`config.mk`:
```
export PLATFORM = sky130hd
export DESIGN_NAME = fetch_unit
export DESIGN_NICKNAME = d
export VERILOG_FILES = /design/src/rtl/fetch_unit.sv
export SDC_FILE = /design/constraint.sdc
export NUM_CORES = 2
export LEC_CHECK = 0
export BUFFER_PORTS_ARGS = -buffer_cell sky130_fd_sc_hd__buf_4
export CELL_PAD_IN_SITES_DETAIL_PLACEMENT = 1
export CELL_PAD_IN_SITES_GLOBAL_PLACEMENT = 2
export CORE_MARGIN = 2
export CORE_UTILIZATION = 40
export DETAILED_ROUTE_END_ITERATION = 8
export PLACE_DENSITY_LB_ADDON = 0.25
export SYNTH_ARGS = -nofsm -noshare
export SYNTH_HDL_FRONTEND = slang
export SYNTH_SLANG_ARGS = --single-unit
```
`constraint.sdc`:
```
create_clock -name clk -period 19.02 [get_ports clk]
set_input_delay 2.853 -clock clk [delete_from_list [all_inputs] [get_ports clk]]
set_output_delay 2.853 -clock clk [all_outputs]
set_load 0.03 [all_outputs]
```
`src/rtl/fetch_unit.sv`:
```
// Instruction fetch stage: fetch PC, single-outstanding imem reads, 16-entry BTB
// prediction and the IF/ID register, with a one-entry hold buffer behind a stalled decode.
module fetch_unit #(
  parameter logic [63:0] RESET_PC       = 64'h0,
  parameter int unsigned BTB_INDEX_BITS = 4
) (
  input  logic        clk,
  input  logic        reset,
  input  logic        stall_in,
  input  logic        redirect_in,
  input  logic [63:0] redirect_pc_in,
  input  logic        bp_update_in,
  input  logic [63:0] bp_update_pc_in,
  input  logic        bp_update_taken_in,
  input  logic [63:0] bp_update_target_in,
  output logic [63:0] imem_address_out,
  output logic        imem_read_out,
  input  logic        imem_ready_in,
  input  logic [63:0] imem_read_value_in,
  output logic        valid_out,
  output logic [63:0] pc_out,
  output logic [63:0] instr_out,
  output logic        branch_predicted_taken_out
);

  localparam int unsigned DEPTH   = 1 << BTB_INDEX_BITS;
  localparam int unsigned TAG_LSB = BTB_INDEX_BITS + 3;
  localparam int unsigned TAG_W   = 64 - TAG_LSB;

  localparam logic [1:0] ST_IDLE  = 2'd0;
  localparam logic [1:0] ST_FETCH = 2'd1;
  localparam logic [1:0] ST_DRAIN = 2'd2;

  logic [1:0]  state_q, state_d;
  logic [63:0] fetch_pc_q, fetch_pc_d;
  logic [63:0] pending_pc_q, pending_pc_d;
  logic        hold_valid_q, hold_valid_d;
  logic [63:0] hold_pc_q, hold_pc_d;
  logic [63:0] hold_instr_q, hold_instr_d;
  logic        hold_taken_q, hold_taken_d;
  logic        valid_q, valid_d;
  logic [63:0] pc_q, pc_d;
  logic [63:0] instr_q, instr_d;
  logic        taken_q, taken_d;

  logic [DEPTH-1:0] btb_valid_q, btb_valid_d;
  logic [TAG_W-1:0] btb_tag_q    [DEPTH];
  logic [TAG_W-1:0] btb_tag_d    [DEPTH];
  logic [63:0]      btb_target_q [DEPTH];
  logic [63:0]      btb_target_d [DEPTH];
  logic [1:0]       btb_ctr_q    [DEPTH];
  logic [1:0]       btb_ctr_d    [DEPTH];

  logic [BTB_INDEX_BITS-1:0] lk_idx, up_idx;
  logic        lk_hit, up_hit, pred_taken, accept;
  logic [63:0] next_pc;
  logic        unused_bits;

  assign unused_bits = ^bp_update_pc_in[2:0];

  assign imem_read_out    = (state_q == ST_FETCH && !hold_valid_q) || state_q == ST_DRAIN;
  assign imem_address_out = fetch_pc_q;
  assign accept           = imem_read_out && imem_ready_in;

  assign valid_out                  = valid_q;
  assign pc_out                     = pc_q;
  assign instr_out                  = instr_q;
  assign branch_predicted_taken_out = taken_q;

  assign lk_idx     = fetch_pc_q[BTB_INDEX_BITS+2:3];
  assign lk_hit     = btb_valid_q[lk_idx] && (btb_tag_q[lk_idx] == fetch_pc_q[63:TAG_LSB]);
  assign pred_taken = lk_hit && btb_ctr_q[lk_idx][1];
  assign next_pc    = pred_taken ? btb_target_q[lk_idx] : fetch_pc_q + 64'd8;

  assign up_idx = bp_update_pc_in[BTB_INDEX_BITS+2:3];
  assign up_hit = btb_valid_q[up_idx] && (btb_tag_q[up_idx] == bp_update_pc_in[63:TAG_LSB]);

  always_comb begin
    btb_valid_d  = btb_valid_q;
    btb_tag_d    = btb_tag_q;
    btb_target_d = btb_target_q;
    btb_ctr_d    = btb_ctr_q;
    if (bp_update_in) begin
      if (up_hit) begin
        if (bp_update_taken_in) begin
          btb_ctr_d[up_idx]    = (btb_ctr_q[up_idx] == 2'b11) ? 2'b11 : btb_ctr_q[up_idx] + 2'd1;
          btb_target_d[up_idx] = bp_update_target_in;
        end else begin
          btb_ctr_d[up_idx] = (btb_ctr_q[up_idx] == 2'b00) ? 2'b00 : btb_ctr_q[up_idx] - 2'd1;
        end
      end else if (bp_update_taken_in) begin
        btb_valid_d[up_idx]  = 1'b1;
        btb_tag_d[up_idx]    = bp_update_pc_in[63:TAG_LSB];
        btb_target_d[up_idx] = bp_update_target_in;
        btb_ctr_d[up_idx]    = 2'b10;
      end
    end
  end

  always_comb begin
    state_d      = state_q;
    fetch_pc_d   = fetch_pc_q;
    pending_pc_d = pending_pc_q;
    hold_valid_d = hold_valid_q;
    hold_pc_d    = hold_pc_q;
    hold_instr_d = hold_instr_q;
    hold_taken_d = hold_taken_q;
    valid_d      = valid_q;
    pc_d         = pc_q;
    instr_d      = instr_q;
    taken_d      = taken_q;

    if (redirect_in) begin
      valid_d      = 1'b0;
      hold_valid_d = 1'b0;
      case (state_q)
        ST_FETCH: begin
          // An unanswered request must complete before the new PC can be issued.
          if (imem_read_out && !imem_ready_in) begin
            pending_pc_d = redirect_pc_in;
            state_d      = ST_DRAIN;
          end else begin
            fetch_pc_d = redirect_pc_in;
          end
        end
        ST_DRAIN: begin
          pending_pc_d = redirect_pc_in;
          if (imem_ready_in) begin
            fetch_pc_d = redirect_pc_in;
            state_d    = ST_FETCH;
          end
        end
        default: begin
          fetch_pc_d = redirect_pc_in;
          state_d    = ST_FETCH;
        end
      endcase
    end else begin
      if (!stall_in) begin
        if (hold_valid_q) begin
          valid_d      = 1'b1;
          pc_d         = hold_pc_q;
          instr_d      = hold_instr_q;
          taken_d      = hold_taken_q;
          hold_valid_d = 1'b0;
        end else if (state_q == ST_FETCH && accept) begin
          valid_d = 1'b1;
          pc_d    = fetch_pc_q;
          instr_d = imem_read_value_in;
          taken_d = pred_taken;
        end else begin
          valid_d = 1'b0;
        end
      end

      case (state_q)
        ST_FETCH: begin
          if (accept) begin
            fetch_pc_d = next_pc;
            if (stall_in) begin
              hold_valid_d = 1'b1;
              hold_pc_d    = fetch_pc_q;
              hold_instr_d = imem_read_value_in;
              hold_taken_d = pred_taken;
            end
          end
        end
        ST_DRAIN: begin
          if (imem_ready_in) begin
            fetch_pc_d = pending_pc_q;
            state_d    = ST_FETCH;
          end
        end
        default: state_d = ST_FETCH;
      endcase
    end
  end

  always_ff @(posedge clk) begin
    if (reset) begin
      state_q      <= ST_IDLE;
      fetch_pc_q   <= RESET_PC;
      pending_pc_q <= RESET_PC;
      hold_valid_q <= 1'b0;
      hold_pc_q    <= '0;
      hold_instr_q <= '0;
      hold_taken_q <= 1'b0;
      valid_q      <= 1'b0;
      pc_q         <= '0;
      instr_q      <= '0;
      taken_q      <= 1'b0;
      btb_valid_q  <= '0;
    end else begin
      state_q      <= state_d;
      fetch_pc_q   <= fetch_pc_d;
      pending_pc_q <= pending_pc_d;
      hold_valid_q <= hold_valid_d;
      hold_pc_q    <= hold_pc_d;
      hold_instr_q <= hold_instr_d;
      hold_taken_q <= hold_taken_d;
      valid_q      <= valid_d;
      pc_q         <= pc_d;
      instr_q      <= instr_d;
      taken_q      <= taken_d;
      btb_valid_q  <= btb_valid_d;
    end
  end

  // Entry payload is only meaningful behind its valid bit, so it carries no reset.
  always_ff @(posedge clk) begin
    btb_tag_q    <= btb_tag_d;
    btb_target_q <= btb_target_d;
    btb_ctr_q    <= btb_ctr_d;
  end

endmodule
```
==> metrics <==
crit path DAT=11.01 ns; Primary FF master, synth=edfxtp_1; core area=257,000 µm²; Synth top area share=57.0%; Cells on Worst Hold Path=2; antenna violations before repair=45; TritonCTS clock tree=done; CP max stage cell=nor2_4; Synth area leader=edfxtp_1; Vias=64,000; leading post-synthesis cells by cell area=edfxtp_1, mux4_2, dfxtp_1, mux2i_1, nand2_1; asr flop ratio synth=0%; internal power=9.31 mW; DIE WIDTH=513 µm; Worst Setup SP=bp_update_pc_in[4]; clock power share=41.8%; Worst R2R Path Depth=16; LEAKAGE=37.8 nW; CP top delay family=buffers and inverters; DIE HEIGHT=513 µm; vias per cell=6.15; maximum VDD drop=108 µV; layout cell share with drive strength beyond 1=27.1%; Worst Hold Class=reg -> reg; register area share after synthesis=64.9%; Finished Layout Cells=10,400; DR pass1 iterations=6; switching pwr=3.09 mW; antenna viol nets, final=0; clock buffer depth=4; # DRC=0; Hold Buf Count CTS=0; post-CTS setup buffer count=0; CTS buffer count=278; Setup violations, final=0; PostCTS Resize Cnt=0; GPL Wtd Cong=0.948; final slew viol count=0; DP Wirelength=232,000 µm; Final Hold Viols=0; worst path cell trace=buf_8 -> buf_4 -> buf_4 -> mux4_2 -> mux4_2 -> xor2_1 -> nor4_1 -> nand4_1 -> nor4_1 -> nand4_1 -> buf_4 -> nand3_2 -> nor2_4 -> buf_4; Switching Fraction=24.9%; Post-Syn Instances=6,393; most common cell after layout, fill and taps aside=edfxtp_1; H-Tree Depth=5; CP Depth=14; worst rel slew slack=17.3%; Gate power share=11.5%; Starting Density=40.3%; Setup WS post-layout=8.52 ns; Yosys reg bits=2,374; Crit path largest cell delay=1.15 ns; RSZ-0062 raised after global routing=no; CP required=19.53 ns; Setup Skew=0.0590 ns; Synth warnings=0; critical path startpoint category=input port; post-route cell area=120,000 µm²; Max-Cap Viols=0; fmax=0.0953 GHz; Iteration-0 DRC Markers=7,236; post-layout net count=7,072; EDFF count, synth=1,968; actual slew at the worst max-slew pin=1.23 ns; Netlist cell types=85; Crit Reg-Reg Endpoint=imem_address_out[46]$_SDFFE_PP0P_; Hold EP=hold_pc_q[19]$_SDFFE_PP0P_; Min-Delay Startpoint=hold_pc_q[19]$_SDFFE_PP0P_; first-pass GRT wire length=514,000 µm; worst-skew pair later-pin latency=0.94 ns; CTS root buf=clkbuf_16; crit path max fanout=87; Worst Hold Slack=0.452 ns; Mean Syn Cell Area=16.2 µm²; DR WL/cell=35.3 µm; Remaining Overflow, GRT=0; CP Class=in -> reg; Syn Nets=6,659; most used cell along the critical path=buf_4; die area=263,000 µm²; Reg power frac=46.7%; total wire length=367,000 µm; largest net degree at the start of global routing=118; setup slack, reg-to-reg=10.75 ns; row count=186; Netlist Area Pre-Place=104,000 µm²; Worst-path clk slew=0.06 ns; Crit. End Element=flop; TNS Setup=0 ns; PwrDens=104 nW/µm²; IO Pins=458; Sink Count=2,374; commonest non-fill, non-tap cells in the layout=edfxtp_1, mux4_2, buf_4; placed cell area=111,000 µm²; pre-CTS WS=7.75 ns; Cells after DPL=9,910; Syn-to-layout area delta=15.5%; Critical path buffers and inverters=5; fin crit share=55.2%; GRT Overall Usage=27.6%; status=completed; final critical-path required period=10.50 ns; Port Buffer Count=454; R2R Path Start=imem_address_out[4]$_SDFFE_PP0P_; vias in the first global route=65,500
[power by group through the flow]
stage / sequential (mW) / combinational (mW) / clock (mW)
2_1_floorplan: 5.90 / 0.768 / 0
5_1_grt: 5.80 / 1.49 / 5.46
4_1_cts: 5.79 / 1.42 / 5.27
6_report: 5.79 / 1.43 / 5.18
3_5_place_dp: 5.90 / 1.42 / 0
3_3_place_gp: 5.89 / 1.41 / 0
[routing by layer]
| layer | part of all wire [%] | up-vias | global-route usage, % |
|---|---|---|---|
| met4 | 4.5 | 42 | 11.3 |
| met2 | 47 | 2644 | 43.6 |
| met1 | 41 | 34200 | 37.3 |
| li1 | - | 26500 | - |
| met3 | 7.5 | 710 | 5.38 |
| met5 | 0.079 | - | 0 |
[registers in the layout, indices dropped and copies added (netlist names)]
name / cells
btb_tag_q: 912
hold_instr_q: 64
hold_taken_q: 1
hold_valid_q: 1
btb_valid_q: 16
branch_predicted_taken_out: 1
imem_address_out: 64
valid_out: 1
instr_out: 64
pending_pc_q: 64
pc_out: 64
btb_ctr_q: 32
hold_pc_q: 64
btb_target_q: 1024
state_q: 2
[cells in the mapped netlist, types with 10 or more instances]
| cell type | n |
|---|---|
| nand3_1 | 73 |
| o211ai_1 | 17 |
| nand2_1 | 505 |
| a221oi_1 | 57 |
| nor2_1 | 346 |
| xor2_1 | 30 |
| nor2b_1 | 20 |
| a211oi_1 | 150 |
| nand2b_1 | 16 |
| or3_1 | 25 |
| buf_2 | 86 |
| a22o_1 | 52 |
| edfxtp_1 | 1968 |
| nor3_1 | 94 |
| nand4_1 | 46 |
| o22ai_1 | 36 |
| buf_4 | 30 |
| a31oi_1 | 10 |
| o21a_1 | 16 |
| a22oi_1 | 51 |
| dfxtp_1 | 406 |
| a311oi_1 | 11 |
| mux2_2 | 46 |
| a21oi_1 | 316 |
| nor4_1 | 29 |
| mux4_2 | 779 |
| o21ai_0 | 110 |
| xnor2_1 | 104 |
| mux2i_1 | 310 |
| clkbuf_1 | 318 |
| buf_1 | 64 |
| inv_1 | 92 |
| and3_1 | 19 |
[cell families (layout without fill, tap and decap cells)]
kind of cell             Yosys count  after routing  share of synthesized area, %
flip-flops                      2374           2374                          64.9
AND/OR/NAND/NOR                 1246           1246                          5.39
multiplexers                    1135           1135                          20.4
AO/OA/AOI/OAI                    906            906                          5.76
buffers and inverters            593           1201                          2.37
XOR/XNOR                         134            134                          1.13
adder cells (fa/ha/maj)            5              5                        0.0555
other                              0             21                             0
[worst min-delay path, delay by kind of cell (launching register included)]
family	cells	cell delay, ns
flip-flops	1	0.31
AND/OR/NAND/NOR	1	0.05
AO/OA/AOI/OAI	1	0.05
[worst max path at each step]
stage | endpoint | slack, ns
floorplan | btb_tag_q[0]$_DFFE_PP_ | 10.03
global placement | btb_tag_q[651]$_DFFE_PP_ | 7.83
detailed placement | btb_tag_q[681]$_DFFE_PP_ | 7.75
CTS | btb_tag_q[681]$_DFFE_PP_ | 8.72
global route | btb_tag_q[634]$_DFFE_PP_ | 8.49
finish | btb_tag_q[681]$_DFFE_PP_ | 8.52
[stage by stage]
step	utilization [%]	power, mW
finish	46.5	12.4
global route	46.5	12.7
CTS	46.5	12.5
detailed placement	43.2	7.32
global placement	43.2	7.30
floorplan	-	6.67
[cell type report]
class / instances / area, µm²
well taps: 3384 / 4230
repair buffers: 633 / 4870
multi-input cells: 3426 / 34300
inverters: 93 / 355
clock inverters: 115 / 1170
diodes: 21 / 52.6
fillers: 24500 / 138000
flip-flops and latches: 2374 / 67200
clock buffers: 360 / 7440
(Power assumes the default switching activity.)
